==> src/rtl/mux_arb_pkg.sv <==
// -----------------------------------------------------------------------------
// mux_arb_pkg
// Shared types and constants for the three-way round-robin mux arbiter.
//   NUM_REQ        : number of requesters (fixed at 3)
//   state_e        : arbiter FSM states (IDLE, BUSY)
//   sel_t / SEL_*  : encodings driven on the registered select output
//   rr_next        : advance a requester index round-robin (0 -> 1 -> 2 -> 0)
//   onehot_to_idx  : requester index of a one-hot grant vector
//   grant_to_sel   : select encoding that corresponds to a grant vector
// -----------------------------------------------------------------------------
package mux_arb_pkg;

    localparam int unsigned NUM_REQ = 3;

    typedef enum logic {
        IDLE = 1'b0,
        BUSY = 1'b1
    } state_e;

    typedef logic [1:0] sel_t;

    localparam sel_t SEL_IDLE = 2'b00;
    localparam sel_t SEL_REQ0 = 2'b01;
    localparam sel_t SEL_REQ1 = 2'b10;
    localparam sel_t SEL_REQ2 = 2'b11;

    function automatic logic [1:0] rr_next(input logic [1:0] idx);
        return (idx == 2'd2) ? 2'd0 : idx + 2'd1;
    endfunction

    // Caller guarantees at most one bit set; zero maps to index 0.
    function automatic logic [1:0] onehot_to_idx(input logic [NUM_REQ-1:0] oh);
        logic [1:0] idx;
        idx = 2'd0;
        if (oh[2]) begin
            idx = 2'd2;
        end else if (oh[1]) begin
            idx = 2'd1;
        end
        return idx;
    endfunction

    function automatic sel_t grant_to_sel(input logic [NUM_REQ-1:0] grant);
        sel_t sel;
        case (grant)
            3'b001:  sel = SEL_REQ0;
            3'b010:  sel = SEL_REQ1;
            3'b100:  sel = SEL_REQ2;
            default: sel = SEL_IDLE;
        endcase
        return sel;
    endfunction

endpackage

==> src/rtl/mux_arbiter_if.sv <==
// -----------------------------------------------------------------------------
// mux_arbiter_if
// Bundle between the requesters and the arbiter.
//   req       : request per requester (bit i = requester i)
//   din       : data bit per requester, routed when that requester is granted
//   lock      : per-requester lock, only when MUX_ARBITER_LOCK_EN is defined
//   grant     : registered one-hot grant (all-zero when idle)
//   select    : registered mux select (00 idle, 01/10/11 requester 0/1/2)
//   mux_out   : registered data of the granted requester
//   out_valid : mux_out carries granted data
// Modports: master = requester side, slave = arbiter side.
// Optional feature macro: MUX_ARBITER_LOCK_EN.
// -----------------------------------------------------------------------------
interface mux_arbiter_if;
    import mux_arb_pkg::*;

    logic [NUM_REQ-1:0] req;
    logic [NUM_REQ-1:0] din;
`ifdef MUX_ARBITER_LOCK_EN
    logic [NUM_REQ-1:0] lock;
`endif
    logic [NUM_REQ-1:0] grant;
    sel_t               select;
    logic               mux_out;
    logic               out_valid;

    modport master (
`ifdef MUX_ARBITER_LOCK_EN
        output lock,
`endif
        output req,
        output din,
        input  grant,
        input  select,
        input  mux_out,
        input  out_valid
    );

    modport slave (
`ifdef MUX_ARBITER_LOCK_EN
        input  lock,
`endif
        input  req,
        input  din,
        output grant,
        output select,
        output mux_out,
        output out_valid
    );

endinterface

==> src/rtl/mux_arbiter_rr_pick.sv <==
// -----------------------------------------------------------------------------
// rr_pick
// Combinational round-robin picker: searches req starting at
// (last_winner + 1) mod 3 and returns the first requester found.
//   req         : candidate requests
//   last_winner : index of the most recent winner (0..2)
//   gnt         : one-hot pick (zero when nothing found)
//   found       : a requester was picked
// -----------------------------------------------------------------------------
module rr_pick
    import mux_arb_pkg::*;
(
    input  logic [NUM_REQ-1:0] req,
    input  logic [1:0]         last_winner,
    output logic [NUM_REQ-1:0] gnt,
    output logic               found
);

    logic [1:0] cand;

    always_comb begin
        gnt   = '0;
        found = 1'b0;
        cand  = rr_next(last_winner);
        for (int i = 0; i < int'(NUM_REQ); i++) begin
            if (!found && req[cand]) begin
                gnt[cand] = 1'b1;
                found     = 1'b1;
            end
            cand = rr_next(cand);
        end
    end

endmodule

==> src/rtl/mux_arbiter.sv <==
// -----------------------------------------------------------------------------
// mux_arbiter
// Three-requester round-robin arbiter with a registered one-bit data mux.
// A granted requester keeps the grant while its req stays high; once it has
// held for MAX_HOLD cycles and another requester is pending, the grant moves
// straight to the next round-robin requester without an idle cycle.
// Ports:
//   clock    : single clock, rising edge
//   reset_n  : asynchronous active-low reset
//   bus      : mux_arbiter_if.slave (req, din, [lock], grant, select,
//              mux_out, out_valid)
// Parameter:
//   MAX_HOLD : max consecutive grant cycles while others wait (1..15)
// Optional feature macro: MUX_ARBITER_LOCK_EN -- a high lock[g] together with
// req[g] on the granted requester suppresses the MAX_HOLD preemption.
// -----------------------------------------------------------------------------
module mux_arbiter
    import mux_arb_pkg::*;
#(
    parameter int unsigned MAX_HOLD = 4
) (
    input logic          clock,
    input logic          reset_n,
    mux_arbiter_if.slave bus
);

    localparam logic [3:0] HOLD_MAX = 4'(MAX_HOLD - 1);

    state_e             state_q, state_d;
    logic [NUM_REQ-1:0] grant_q, grant_d;
    sel_t               sel_q, sel_d;
    logic [3:0]         hold_q, hold_d;
    logic [1:0]         last_q, last_d;
    logic               mux_q, mux_d;
    logic               valid_q, valid_d;

    logic [NUM_REQ-1:0] req_masked;
    logic [NUM_REQ-1:0] pick_gnt;
    logic               pick_found;
    logic               held;
    logic               locked;

    // The current owner is never a candidate; in IDLE grant_q is zero so all
    // requests are candidates. last_q always equals the current owner in BUSY.
    assign req_masked = bus.req & ~grant_q;
    assign held       = |(bus.req & grant_q);

`ifdef MUX_ARBITER_LOCK_EN
    assign locked = |(bus.lock & bus.req & grant_q);
`else
    assign locked = 1'b0;
`endif

    rr_pick u_rr_pick (
        .req         (req_masked),
        .last_winner (last_q),
        .gnt         (pick_gnt),
        .found       (pick_found)
    );

    // Grant FSM
    always_comb begin
        state_d = state_q;
        grant_d = grant_q;
        hold_d  = hold_q;
        last_d  = last_q;

        case (state_q)
            IDLE: begin
                if (pick_found) begin
                    state_d = BUSY;
                    grant_d = pick_gnt;
                    hold_d  = '0;
                    last_d  = onehot_to_idx(pick_gnt);
                end
            end
            BUSY: begin
                if (!held) begin
                    // Owner released: hand over or fall back to idle.
                    if (pick_found) begin
                        grant_d = pick_gnt;
                        hold_d  = '0;
                        last_d  = onehot_to_idx(pick_gnt);
                    end else begin
                        state_d = IDLE;
                        grant_d = '0;
                        hold_d  = '0;
                    end
                end else if (hold_q == HOLD_MAX) begin
                    // Hold budget spent; counter stays saturated if nobody waits.
                    if (pick_found && !locked) begin
                        grant_d = pick_gnt;
                        hold_d  = '0;
                        last_d  = onehot_to_idx(pick_gnt);
                    end
                end else begin
                    hold_d = hold_q + 4'd1;
                end
            end
            default: begin
                state_d = IDLE;
                grant_d = '0;
                hold_d  = '0;
            end
        endcase

        sel_d = grant_to_sel(grant_d);
    end

    // Data path: routes the requester that owned the grant during this cycle.
    always_comb begin
        mux_d   = mux_q;
        valid_d = 1'b0;
        if (|grant_q) begin
            mux_d   = bus.din[onehot_to_idx(grant_q)];
            valid_d = 1'b1;
        end
    end

    always_ff @(posedge clock or negedge reset_n) begin
        if (!reset_n) begin
            state_q <= IDLE;
            grant_q <= '0;
            sel_q   <= SEL_IDLE;
            hold_q  <= '0;
            last_q  <= 2'd2;
            mux_q   <= 1'b0;
            valid_q <= 1'b0;
        end else begin
            state_q <= state_d;
            grant_q <= grant_d;
            sel_q   <= sel_d;
            hold_q  <= hold_d;
            last_q  <= last_d;
            mux_q   <= mux_d;
            valid_q <= valid_d;
        end
    end

    assign bus.grant     = grant_q;
    assign bus.select    = sel_q;
    assign bus.mux_out   = mux_q;
    assign bus.out_valid = valid_q;

endmodule

==> src/flat_wrapper.sv <==
// flat-port wrapper written by rule: the top's interface ports become plain ports
module mux_arbiter_flat import mux_arb_pkg::*;
#(
    parameter int unsigned MAX_HOLD = 4
)
  (clock, reset_n, bus_req, bus_din, bus_grant, bus_select, bus_mux_out, bus_out_valid);
  mux_arbiter_if bus_i ();
  input logic clock;
  input logic reset_n;
  input wire logic [$bits(bus_i.req)-1:0] bus_req;
  input wire logic [$bits(bus_i.din)-1:0] bus_din;
  output wire logic [$bits(bus_i.grant)-1:0] bus_grant;
  output wire logic [$bits(bus_i.select)-1:0] bus_select;
  output wire logic [$bits(bus_i.mux_out)-1:0] bus_mux_out;
  output wire logic [$bits(bus_i.out_valid)-1:0] bus_out_valid;
  assign bus_i.req = bus_req;
  assign bus_i.din = bus_din;
  assign bus_grant = bus_i.grant;
  assign bus_select = bus_i.select;
  assign bus_mux_out = bus_i.mux_out;
  assign bus_out_valid = bus_i.out_valid;
  mux_arbiter #(.MAX_HOLD(MAX_HOLD)) u_core (.clock(clock), .reset_n(reset_n), .bus(bus_i));
endmodule
==> config.mk <==
export PLATFORM = sky130hd
export DESIGN_NAME = mux_arbiter_flat
export DESIGN_NICKNAME = d
export VERILOG_FILES = /design/src/rtl/mux_arb_pkg.sv /design/src/rtl/mux_arbiter_if.sv /design/src/rtl/mux_arbiter_rr_pick.sv /design/src/rtl/mux_arbiter.sv /design/src/flat_wrapper.sv
export SDC_FILE = /design/constraint.sdc
export NUM_CORES = 1
export LEC_CHECK = 0
export ABC_AREA = 1
export CORE_MARGIN = 5
export CORE_UTILIZATION = 45
export DETAILED_ROUTE_END_ITERATION = 12
export PLACE_DENSITY = 0.7
export SYNTH_ARGS = -nofsm -noshare
export SYNTH_HDL_FRONTEND = slang
export SYNTH_HIERARCHICAL = 1
export SYNTH_SLANG_ARGS = --single-unit
export TNS_END_PERCENT = 1
==> constraint.sdc <==
create_clock -name clock -period 2.2 [get_ports clock]
set_input_delay 0.44 -clock clock [delete_from_list [all_inputs] [get_ports clock]]
set_output_delay 0.44 -clock clock [all_outputs]
set_load 0.01 [all_outputs]
==> summary.txt <==
Layout
  – FF/Latch Area: 352 um2
  – Multi-input gate area in the final layout: 636 um2
  – Post-layout util: 62.7%
  – ANT cells: 0
  – P&R area growth vs syn: 30.2%
  – Non-Filler Instances: 220
  – Final net count: 202
  – Final instance area: 1410 um2
  – Filler cells: 214
  – Layout cells sized above 1: 26.6%

Drt
  – DRC viols: 0
  – Drt wl/cell: 12.6 um
  – Vias/cell: 5.24
  – Vias: 1152
  – First-pass iteration count of the detailed router: 4
  – Iter 0 DRT Violations: 43
  – Post-Route WL: 2770 um
  – Final ANT Viol Nets: 0

Clock network
  – Clock Sinks: 14
  – CTS tree: built
  – Root buf cell: clkbuf_4
  – Worst skew pair latency: 0.29 ns
  – Clock transition at path regs: 0.09 ns
  – Hold-fix buffers at CTS: 0
  – Clock buffer depth: 2
  – Htree depth: 1
  – CTS Buf Count: 3

Placed design
  – Area of placed instances: 1340 um2
  – I/O Buffers: 14
  – Worst slack, placed: -0.222 ns
  – DP Wirelength: 2110 um
  – Inst Count DP: 213
  – Gpl congestion: 0.928

Run status
  – Status: finished clean

Timing
  – Final min period: 2.08 ns
  – # setup viols final: 0
  – Max-slew violations: 0
  – Relative slew slack: 57.2%
  – Fmax: 481 MHz
  – Worst Slack Setup Final: 0.122 ns
  – Clock Skew: 0.00696 ns
  – Post-route clock period utilization: 94.5%
  – Slew @ Worst Pin: 0.640 ns
  – Final hold vios: 0

Floorplanning
  – # IOs: 15
  – Die area: 3500 um2
  – Die width: 59.1 um
  – Row count: 17
  – Initial Util: 48.2%
  – Core Footprint: 2250 um2
  – Die height: 59.1 um

Pwr
  – Worst vdd ir: 0.000744 V
  – Power Density: 1480 nW/um2
  – Leakage Power: 0.764 nW

Global route
  – Global-route wire length before repair: 4610 um
  – Largest net degree at the start of global routing: 15
  – GR Util All Layers: 17.3%
  – Initial antenna violation count: 0
  – Vias in the first global route: 1084
  – Grt ovf: 0

Setup path
  – R2r setup slk: 0.19 ns
  – R2R Path Start: u_core/last_q[1]
  – Top cell by count, worst path: nand2_1
  – CP delay by family, top: simple AND/OR/NAND/NOR gates
  – Slowest CP cell: clkdlybuf4s50_1
  – WP buf/inv: 4
  – CP Launch Type: primary input
  – R2R Path End: u_core/bus.select[1]
  – Critical Path RT: 2.43 ns
  – CP arrival: 2.31 ns
  – Worst Path Max Fanout: 7
  – Cell count of the worst reg-to-reg path: 15
  – Setup CP Type: in -> reg
  – Crit. End Element: flip-flop
  – Slowest Stage Delay on Critical Path: 0.48 ns
  – Critical Path, Cell by Cell: clkdlybuf4s50_1 -> inv_1 -> nor2_2 -> inv_1 -> nand2_1 -> nand3_2 -> o211ai_1 -> buf_4 -> nor2_1 -> nor2_1 -> nand2_1 -> nand3_1 -> nand2_1 -> nand2_1 -> nand3_1 -> nand2_1

Worst hold path
  – Hold Path Sink: u_core/hold_q[1]
  – Hold Crit Class: reg -> reg
  – Worst hold stages: 2
  – Hold path startpoint: u_core/hold_q[1]

Synthesis
  – Top-area cell type share of the netlist area: 30.0%
  – Post-Syn Area: 1090 um2
  – Area leader, netlist: dfrtp_1
  – Number of flops mapped to enable cells by yosys: 0
  – Distinct cells, synth: 27
  – Avg Cell Area, Syn: 6.79 um2
  – Cell count after synthesis: 160
  – Yosys warns: 6
  – Synth Flop Type: dfrtp_1
  – Post-synthesis sequential area ratio: 32.4%
  – Number of synthesized register bits: 14
  – Area contributors post-synth: dfrtp_1 (30%), nand2_1 (17%), inv_1 (7.3%), nor2_1 (6.2%), nand3_1 (5.1%)
  – Asr flop ratio synth: 100%
  – Syn Nets: 169

Flow run
  – MaxCap Viol Count: 0
[sequential cells by signal (all words and copies together) (netlist names)]
register / flops
u_core/bus.grant: 3
u_core/bus.mux_out: 1
u_core/hold_q: 4
u_core/last_q: 2
u_core/bus.out_valid: 1
u_core/bus.select: 2
u_core/state_q: 1
[cells by family (layout without fill, tap and decap cells)]
| group | Yosys count | count (layout) | share of synthesized area, % |
|---|---|---|---|
| fa+ha+maj | 1 | 1 | 1.15 |
| simple gates | 105 | 105 | 47.8 |
| buf+inv | 26 | 58 | 10.3 |
| compound gates | 12 | 12 | 6.80 |
| xor+xnor | 2 | 2 | 1.61 |
| flops | 14 | 14 | 32.4 |
[final cells by class]
type                            count  area share (%)
Timing Repair Buffer               30            18.6
Multi-Input combinational cell    120            45.0
Tap cell                           28            2.48
Inverter                           24            6.55
Sequential cell                    14            24.9
Clock buffer                        4            2.57
[worst register-to-register path: cells and delay by family (launching register included)]
kind	cells	cell delay [ns]
AND/OR/NAND/NOR	11	0.92
AO/OA/AOI/OAI	1	0.09
buffers and inverters	3	0.31
flip-flops	1	0.63
[worst max path at each step]
stage,startpoint,endpoint,slack (ns),depth (start not counted)
after floorplan,u_core/bus.grant[1],u_core/bus.select[0],0.35,14
after global placement,bus_req[0],u_core/bus.select[0],-0.20,15
after detailed placement,bus_req[0],u_core/bus.select[1],-0.22,15
after CTS,bus_req[0],u_core/bus.select[1],0.08,15
after global routing,u_core/last_q[1],u_core/bus.select[1],-0.03,15
final,bus_req[2],u_core/bus.select[1],0.12,16
[through the flow]
| stage | hold slack [ns] | TNS, ns | total power [W] |
|---|---|---|---|
| 2_1_floorplan | 0.144 | 0 | 0.00136 |
| 5_1_grt | 0.583 | -0.0484 | 0.00229 |
| 6_report | 0.528 | 0 | 0.00209 |
| 4_1_cts | 0.535 | 0 | 0.00203 |
| 3_5_place_dp | 0.516 | -0.873 | 0.00183 |
| 3_3_place_gp | 0.506 | -0.577 | 0.00180 |
[routing by layer]
metal / track usage [%] / wire, um
met1: 18.7 / 1050
met2: 31.2 / 1360
met3: 4.79 / 270
met4: 7.12 / 77
met5: 0 / 0
[cell usage after synthesis, types with 3 or more instances]
cell type	n
nand3_1	11
a21oi_1	3
dfrtp_1	13
inv_1	21
nand2_2	8
nor2_2	7
nand3_2	4
o21ai_0	4
nor2_1	18
nand2_1	50
[placed cells by master, fill, tap and decap left out, drive strengths merged, types with 2 or more instances in the layout]
master	instances
clkbuf	4
buf	16
nand3	17
nand2	60
nand4	2
clkdlybuf4s50	13
o21ai	4
a21oi	3
nor2	25
inv	24
dfrtp	13
[power breakdown]
part           total, W  switching [W]  internal, W
Combinational   0.00144       0.000820     0.000620
Sequential     0.000463      0.0000993     0.000364
Clock          0.000190      0.0000887     0.000101
[timing repair]
action	CTS	global route
endpoints found under the setup margin	0	3
setup buffers	0	3
resized for setup	0	6
hold endpoints to repair	0	0
No activity file was read; power rests on OpenSTA's default activity.
